File: src/rtl/ex_mem_stage.sv
// Execute stage of the 5-stage MIPS pipeline: operand forwarding from MEM/WB,
// the ALU, destination select and the EX/MEM pipeline register with stall/flush.
module ex_mem_stage (
  input  logic        clk,
  input  logic        rst,
  input  logic        stall,
  input  logic        flush,
  input  logic        write_IE,
  input  logic        MemtoReg_IE,
  input  logic        MemRead_IE,
  input  logic        MemWrite_IE,
  input  logic        regdst,
  input  logic        ALUsrc,
  input  logic [1:0]  ALUop,
  input  logic [4:0]  Rs_addr_IE,
  input  logic [4:0]  Rt_addr_IE,
  input  logic [4:0]  Rd_addr_IE,
  input  logic [31:0] Rs_data_IE,
  input  logic [31:0] Rt_data_IE,
  input  logic [31:0] imm_v,
  input  logic        write_WB,
  input  logic [4:0]  wb_addr,
  input  logic [31:0] wb_data,
  output logic        write_EM,
  output logic        MemtoReg_EM,
  output logic        MemRead_EM,
  output logic        MemWrite_EM,
  output logic [31:0] alu_result_EM,
  output logic [31:0] store_data_EM,
  output logic [4:0]  dst_addr_EM,
  output logic        zero_EM,
  output logic        overflow_EM
);

  typedef enum logic [3:0] {
    OP_ADD, OP_SUB, OP_AND, OP_OR, OP_XOR, OP_NOR, OP_SLT, OP_SLTU, OP_BAD
  } aluOp_t;

  logic        r_write;
  logic        r_memtoreg;
  logic        r_memread;
  logic        r_memwrite;
  logic [31:0] r_alu_result;
  logic [31:0] r_store_data;
  logic [4:0]  r_dst;
  logic        r_zero;
  logic        r_overflow;

  logic [31:0] w_fwd_a;
  logic [31:0] w_fwd_b;
  logic [31:0] w_op_b;
  logic [31:0] w_sum;
  logic [31:0] w_diff;
  logic [31:0] w_result;
  logic        w_overflow;
  logic        w_write;
  logic [4:0]  w_dst;
  aluOp_t      w_op;

  // The EX/MEM entry has priority over WB because it holds the younger value.
  always_comb begin
    w_fwd_a = Rs_data_IE;
    if (r_write && (r_dst != 5'd0) && (r_dst == Rs_addr_IE))
      w_fwd_a = r_alu_result;
    else if (write_WB && (wb_addr != 5'd0) && (wb_addr == Rs_addr_IE))
      w_fwd_a = wb_data;
  end

  always_comb begin
    w_fwd_b = Rt_data_IE;
    if (r_write && (r_dst != 5'd0) && (r_dst == Rt_addr_IE))
      w_fwd_b = r_alu_result;
    else if (write_WB && (wb_addr != 5'd0) && (wb_addr == Rt_addr_IE))
      w_fwd_b = wb_data;
  end

  assign w_op_b = ALUsrc ? imm_v : w_fwd_b;
  assign w_sum  = w_fwd_a + w_op_b;
  assign w_diff = w_fwd_a - w_op_b;
  assign w_dst  = regdst ? Rd_addr_IE : Rt_addr_IE;

  always_comb begin
    w_op = OP_BAD;
    case (ALUop)
      2'b00: w_op = OP_ADD;
      2'b01: w_op = OP_SUB;
      2'b11: w_op = OP_SLT;
      default: begin
        case (imm_v[5:0])
          6'b100000: w_op = OP_ADD;
          6'b100010: w_op = OP_SUB;
          6'b100100: w_op = OP_AND;
          6'b100101: w_op = OP_OR;
          6'b100110: w_op = OP_XOR;
          6'b100111: w_op = OP_NOR;
          6'b101010: w_op = OP_SLT;
          6'b101011: w_op = OP_SLTU;
          default:   w_op = OP_BAD;
        endcase
      end
    endcase
  end

  // An unrecognised R-type funct retires as a harmless non-writing zero.
  always_comb begin
    w_result   = 32'd0;
    w_overflow = 1'b0;
    w_write    = write_IE;
    case (w_op)
      OP_ADD: begin
        w_result   = w_sum;
        w_overflow = (w_fwd_a[31] == w_op_b[31]) && (w_sum[31] != w_fwd_a[31]);
      end
      OP_SUB: begin
        w_result   = w_diff;
        w_overflow = (w_fwd_a[31] != w_op_b[31]) && (w_diff[31] != w_fwd_a[31]);
      end
      OP_AND:  w_result = w_fwd_a & w_op_b;
      OP_OR:   w_result = w_fwd_a | w_op_b;
      OP_XOR:  w_result = w_fwd_a ^ w_op_b;
      OP_NOR:  w_result = ~(w_fwd_a | w_op_b);
      OP_SLT:  w_result = {31'd0, ($signed(w_fwd_a) < $signed(w_op_b))};
      OP_SLTU: w_result = {31'd0, (w_fwd_a < w_op_b)};
      default: w_write  = 1'b0;
    endcase
  end

  always_ff @(posedge clk) begin
    if (rst || flush) begin
      r_write      <= 1'b0;
      r_memtoreg   <= 1'b0;
      r_memread    <= 1'b0;
      r_memwrite   <= 1'b0;
      r_alu_result <= 32'd0;
      r_store_data <= 32'd0;
      r_dst        <= 5'd0;
      r_zero       <= 1'b0;
      r_overflow   <= 1'b0;
    end else if (!stall) begin
      r_write      <= w_write;
      r_memtoreg   <= MemtoReg_IE;
      r_memread    <= MemRead_IE;
      r_memwrite   <= MemWrite_IE;
      r_alu_result <= w_result;
      r_store_data <= w_fwd_b;
      r_dst        <= w_dst;
      r_zero       <= (w_result == 32'd0);
      r_overflow   <= w_overflow;
    end
  end

  assign write_EM      = r_write;
  assign MemtoReg_EM   = r_memtoreg;
  assign MemRead_EM    = r_memread;
  assign MemWrite_EM   = r_memwrite;
  assign alu_result_EM = r_alu_result;
  assign store_data_EM = r_store_data;
  assign dst_addr_EM   = r_dst;
  assign zero_EM       = r_zero;
  assign overflow_EM   = r_overflow;

endmodule

File: config.mk
export PLATFORM = sky130hd
export DESIGN_NAME = ex_mem_stage
export DESIGN_NICKNAME = d
export VERILOG_FILES = /design/src/rtl/ex_mem_stage.sv
export SDC_FILE = /design/constraint.sdc
export NUM_CORES = 1
export LEC_CHECK = 0
export BUFFER_PORTS_ARGS = -buffer_cell sky130_fd_sc_hd__buf_2
export CELL_PAD_IN_SITES_DETAIL_PLACEMENT = 1
export CELL_PAD_IN_SITES_GLOBAL_PLACEMENT = 1
export CORE_ASPECT_RATIO = 0.6
export CORE_MARGIN = 4
export CORE_UTILIZATION = 40
export DETAILED_ROUTE_END_ITERATION = 16
export PLACE_DENSITY_LB_ADDON = 0.12
export SETUP_SLACK_MARGIN = 0.15
export SYNTH_ARGS = -nofsm -noshare
export SYNTH_HDL_FRONTEND = slang
export SYNTH_SLANG_ARGS = --single-unit
File: constraint.sdc
create_clock -name clk -period 6.9 [get_ports clk]
set_input_delay 0 -clock clk [delete_from_list [all_inputs] [get_ports clk]]
set_output_delay 0 -clock clk [all_outputs]
set_load 0.01 [all_outputs]
# After elaboration in Yosys (flattened, before gate mapping)
# Cells that the tools add are included.
[totals]
output_inout_bits = 75
in_bits = 161
elab_cells = 68
ff_bits = 75
[op_classes]
n_addsub = 2
n_bitwise = 4
n_eq_ne = 25
n_mux = 11
order_cmp = 2
n_reduce_logical = 15
[ops]
columns = ["cell", "count"]
rows = [
  ["32-bit case mux with 8 select lines", 1],
  ["32-bit two-way mux", 5],
  ["32-bit < comparator", 2],
  ["6-bit equality test (second input constant)", 8],
  ["32-bit adder", 1],
  ["32-bit bitwise AND", 1],
  ["32-bit zero test", 1],
  ["32-bit NOT", 1],
  ["32-bit bitwise OR", 1],
  ["4-bit case mux with 8 select lines", 1],
  ["32-bit subtractor", 1],
  ["32-bit bitwise XOR", 1],
  ["5-bit equality test", 4],
  ["4-bit by 3-bit equality test with 1-bit output (second input constant)", 4],
  ["4-bit case mux with 3 select lines", 1],
  ["5-bit nonzero test", 2],
  ["4-bit by 2-bit equality test with 1-bit output (second input constant)", 2],
  ["1-bit logical AND", 8],
  ["8-bit OR reduction", 1],
  ["5-bit two-way mux", 1],
  ["4-bit by 1-bit equality test with 1-bit output (second input constant)", 1],
  ["4-bit zero test", 1],
  ["1-bit != test", 3],
  ["2-bit by 1-bit equality test with 1-bit output (second input constant)", 1],
  ["other kinds (6)", 6],
]

# Depth between registers and ports, before layout
[depth]
ltp_word = 10
depth_mapped = 22
depth_no_buf = 20

# Worst setup path after synthesis
# OpenSTA, ideal clock, no wires.
[synth_path]
path_kind = "register -> register"
from = "register r_dst[2], in the netlist dst_addr_EM[2]"
to = "register r_zero, in the netlist zero_EM"
n_path_buf = 1
required_ps = 6785
slack_ps = 1681
setup_time_ps = 115
period_less_slack_ps = 5219
path_stages_with_launch = 21
arrival_time_ps = 5103
path_cell_list = "dfxtp_1 > or4_1 > o21ai_0 > nor4_1 > clkbuf_1 > o21ai_0 > mux2_2 > ha_1 > inv_1 > fa_1 > o21bai_2 > o2111ai_2 > a31oi_1 > a221o_1 > o31a_1 > a211o_1 > a31o_1 > a2111oi_0 > or3_1 > and4b_1 > a31o_1"
[synth_between]
elab_chain_cells = 9
word_cells_on_any_way = 19
cone_classes = "add/sub (2); order compare (2); eq/ne (2); mux (4); bitwise (4); reduce/logical (5)"
[synth_lines]
columns = ["item", "line", "rtl"]
rows = [
  ["start: declaration", "45", "logic [4:0] r_dst;"],
  ["start signal: assignment", "146", "r_dst <= w_dst;"],
  ["parallel branches: the longest is 7 deep, another holds 32-bit subtractor", "n/a", ""],
  ["32-bit case mux with 8 select lines (*)", "109", "case (w_op)"],
  ["32-bit zero test (*)", "147", "r_zero <= (w_result == 32'd0);"],
  ["end signal: assignment", "147", ""],
  ["end: declaration", "46", "logic r_zero;"],
]
# Mark *: on every way between the ends.
# A chain may end at the register's enable or synchronous reset.

# Worst setup path after layout
[layout_path]
from = "register r_dst[1], in the netlist dst_addr_EM[1]"
to = "register r_zero, in the netlist zero_EM"
# Same word-level chain as after synthesis.

==> reports/metrics.csv <==
metric;value;unit
postcts setup bufs;0;
Synth Instances;1504;
TritonCTS buffer count;9;
PD cells;151;nW/um^2
clk sinks;75;
DRC viols;0;
Top FF cell, synth;dfxtp_1;
peak supply drop;0.100;mV
Die H;135;um
FFs w/ async S/R, synth;0;%
fillers;3434;
final hold violation count;0;
core area;26500;sq um
top cells by count, synth;nor2_1, mux2i_1, nand2_1;
placer congestion estimate;0.993;
clock buffer depth;2;
DR vias;12638;
Crit Path Class;reg2reg;
syn_area_per_cell;7.16;sq um
GR Overflow Total;0;
final instance area;12500;sq um
Via density;6.20;
pre-CTS setup slack;0.750;ns
top-area cell type share of the netlist area;13.9;%
CTS clock-pin slew for the worst setup and hold paths;0.06;ns
WL/cell;24.7;um
drt total wl;50400;um
I/O pin count;236;
number of global-route vias before repair;12648;
Final Cycle Share;91.4;%
Worst Hold Class;in2reg;
setup ws final;0.596;ns
Yosys top cell by area;dfxtp_1;
Fmax achieved;159;MHz
Die X;220;um
Root Buffer Master;clkbuf_16;
num rows;46;
WHS;0.0418;ns
run status;finished clean;
pin count of the biggest net entering global routing;70;
setup TNS;0;ns
syn_nets;1776;
Initial Util;40.7;%
post-synthesis sequential area ratio;13.9;%
cts hold-fix bufs;3;
Worst Skew;0.0122;ns
final antenna-violating net count;0;
ratio of cells with drive above 1 in the final layout;18.3;%
Seq cells post-synth;75;
dpl cell area;12200;sq um
CP Launch Type;register;
I/O Buffers;235;
most numerous cell in the Yosys netlist;nor2_1;
fin nets;1946;
detailed placement HPWL;39900;um
worst endpoint required time;7.19;ns
clk_lat worst skew;0.35;ns
GRT Util Overall;32.4;%
crit end category;register;
slew margin rel.;16.6;%
DRT Pass-1 Iters;5;
antenna violations before repair;1;
Critical Path AT;6.60;ns
first-pass GRT wire length;74900;um
maxcap violations;0;
CTS resizes;0;
RSZ-0062 raised after global routing;no;
worst-margin pin slew;1.22;ns
synth warn;0;
Worst Path Max Fanout;64;
max-slew violations;0;
P_leak;5.66;nW
CTS tree;built;
Post-synth EDFFs;0;
synth top area cells;dfxtp_1, mux2i_1, ha_1;
Tmin final;6.30;ns
final setup fails;0;
die area;29700;sq um
Synth Cell Area;10800;sq um
H-Tree Depth;3;
post-synth cell types;75;
area growth from synthesis to layout;16.1;%
initial drt markers;1153;
## registers in the layout, summed over array words and instances (netlist names)
register       flops
write_EM           1
zero_EM            1
MemWrite_EM        1
dst_addr_EM        5
store_data_EM     32
MemtoReg_EM        1
overflow_EM        1
alu_result_EM     32
MemRead_EM         1
## critical path, cell delays in order (launching register included)
cell and delay [ns]:
dfxtp_1 0.37, or4_1 0.56, o21ai_0 0.32, nor4_2 0.10
buf_4 0.33, nand2_1 0.14, o21ai_0 0.12, mux2i_1 0.38
inv_1 0.15, ha_1 0.25, nor2_1 0.15, a2111oi_1 0.15
o31a_1 0.41, a2111oi_0 1.09, nor3_1 0.17, o211a_1 0.28
nor4_1 0.42, o2111ai_1 0.19, nor4b_1 0.29, and4b_1 0.23
a31o_1 0.13
## path summary, 6_finish.rpt
| path | slack (ns) | end | start | cells after the start |
|---|---|---|---|---|
| max | 0.60 | zero_EM | dst_addr_EM[1] | 20 |
| min | 0.04 | dst_addr_EM[0] | Rd_addr_IE[0] | 5 |
| max reg2reg | 0.60 | zero_EM | dst_addr_EM[1] | 20 |
| min reg2reg | 0.49 | store_data_EM[23] | store_data_EM[23] | 2 |
## per-layer routing
| metal | track usage [%] | part of all wire, % | up-vias |
|---|---|---|---|
| li1 | - | - | 5783 |
| met1 | 45.0 | 44 | 6264 |
| met2 | 51.8 | 46 | 514 |
| met3 | 6.19 | 7.9 | 77 |
| met4 | 8.50 | 2.5 | 0 |
| met5 | 0 | 0 | - |
## layout make-up
cell class              count  area [sq um]  share of cell area, %
clock buffers              11           233                   1.86
well taps                 360           450                   3.60
multi-input cells        1232          8560                   68.4
diodes                      1          2.50                 0.0200
inverters                  99           372                   2.97
clock inverters             5          40.0                  0.320
flip-flops and latches     75          1500                   12.0
repair buffers            257          1350                   10.8
## cell families after synthesis
family | Yosys count | share of synthesized area (%)
flops | 75 | 13.9
compound gates | 464 | 28.9
simple gates | 471 | 20.3
xor+xnor | 38 | 3.09
fa+ha+maj | 111 | 13.0
mux | 148 | 13.8
buf+inv | 197 | 6.98
## layout by cell type (no fill, tap or decap), drive strengths merged, types with 10 or more instances in the layout
cell type / count
o21ai: 105
or2: 10
ha: 109
nand3: 17
a221o: 12
o211a: 10
a211oi: 26
dfxtp: 75
a21oi: 123
nand2: 140
a221oi: 22
inv: 98
mux2i: 142
o211ai: 15
xnor2: 26
o21bai: 13
buf: 254
a21o: 21
xor2: 12
o21a: 19
nand2b: 14
clkbuf: 11
o31ai: 10
nor2: 164
nor2b: 23
nor3: 33
nor4: 17
## through the flow
step | total power [W] | cells | utilization [%]
floorplan | 0.00109 | 1504 | -
global placement | 0.00139 | 2020 | 46.1
detailed placement | 0.00142 | 2020 | 46.1
CTS | 0.00187 | 2039 | 47.2
global route | 0.00198 | 2040 | 47.2
finish | 0.00189 | 2040 | 47.2
## report_power, final
part / internal, W / switching (W) / leakage [nW]
logic: 0.000345 / 0.000626 / 4.93
clock network: 0.000245 / 0.000201 / 0.122
registers: 0.000451 / 0.0000182 / 0.611
total: 0.00104 / 0.000844 / 5.66
Power figures use the tool's default switching activity.
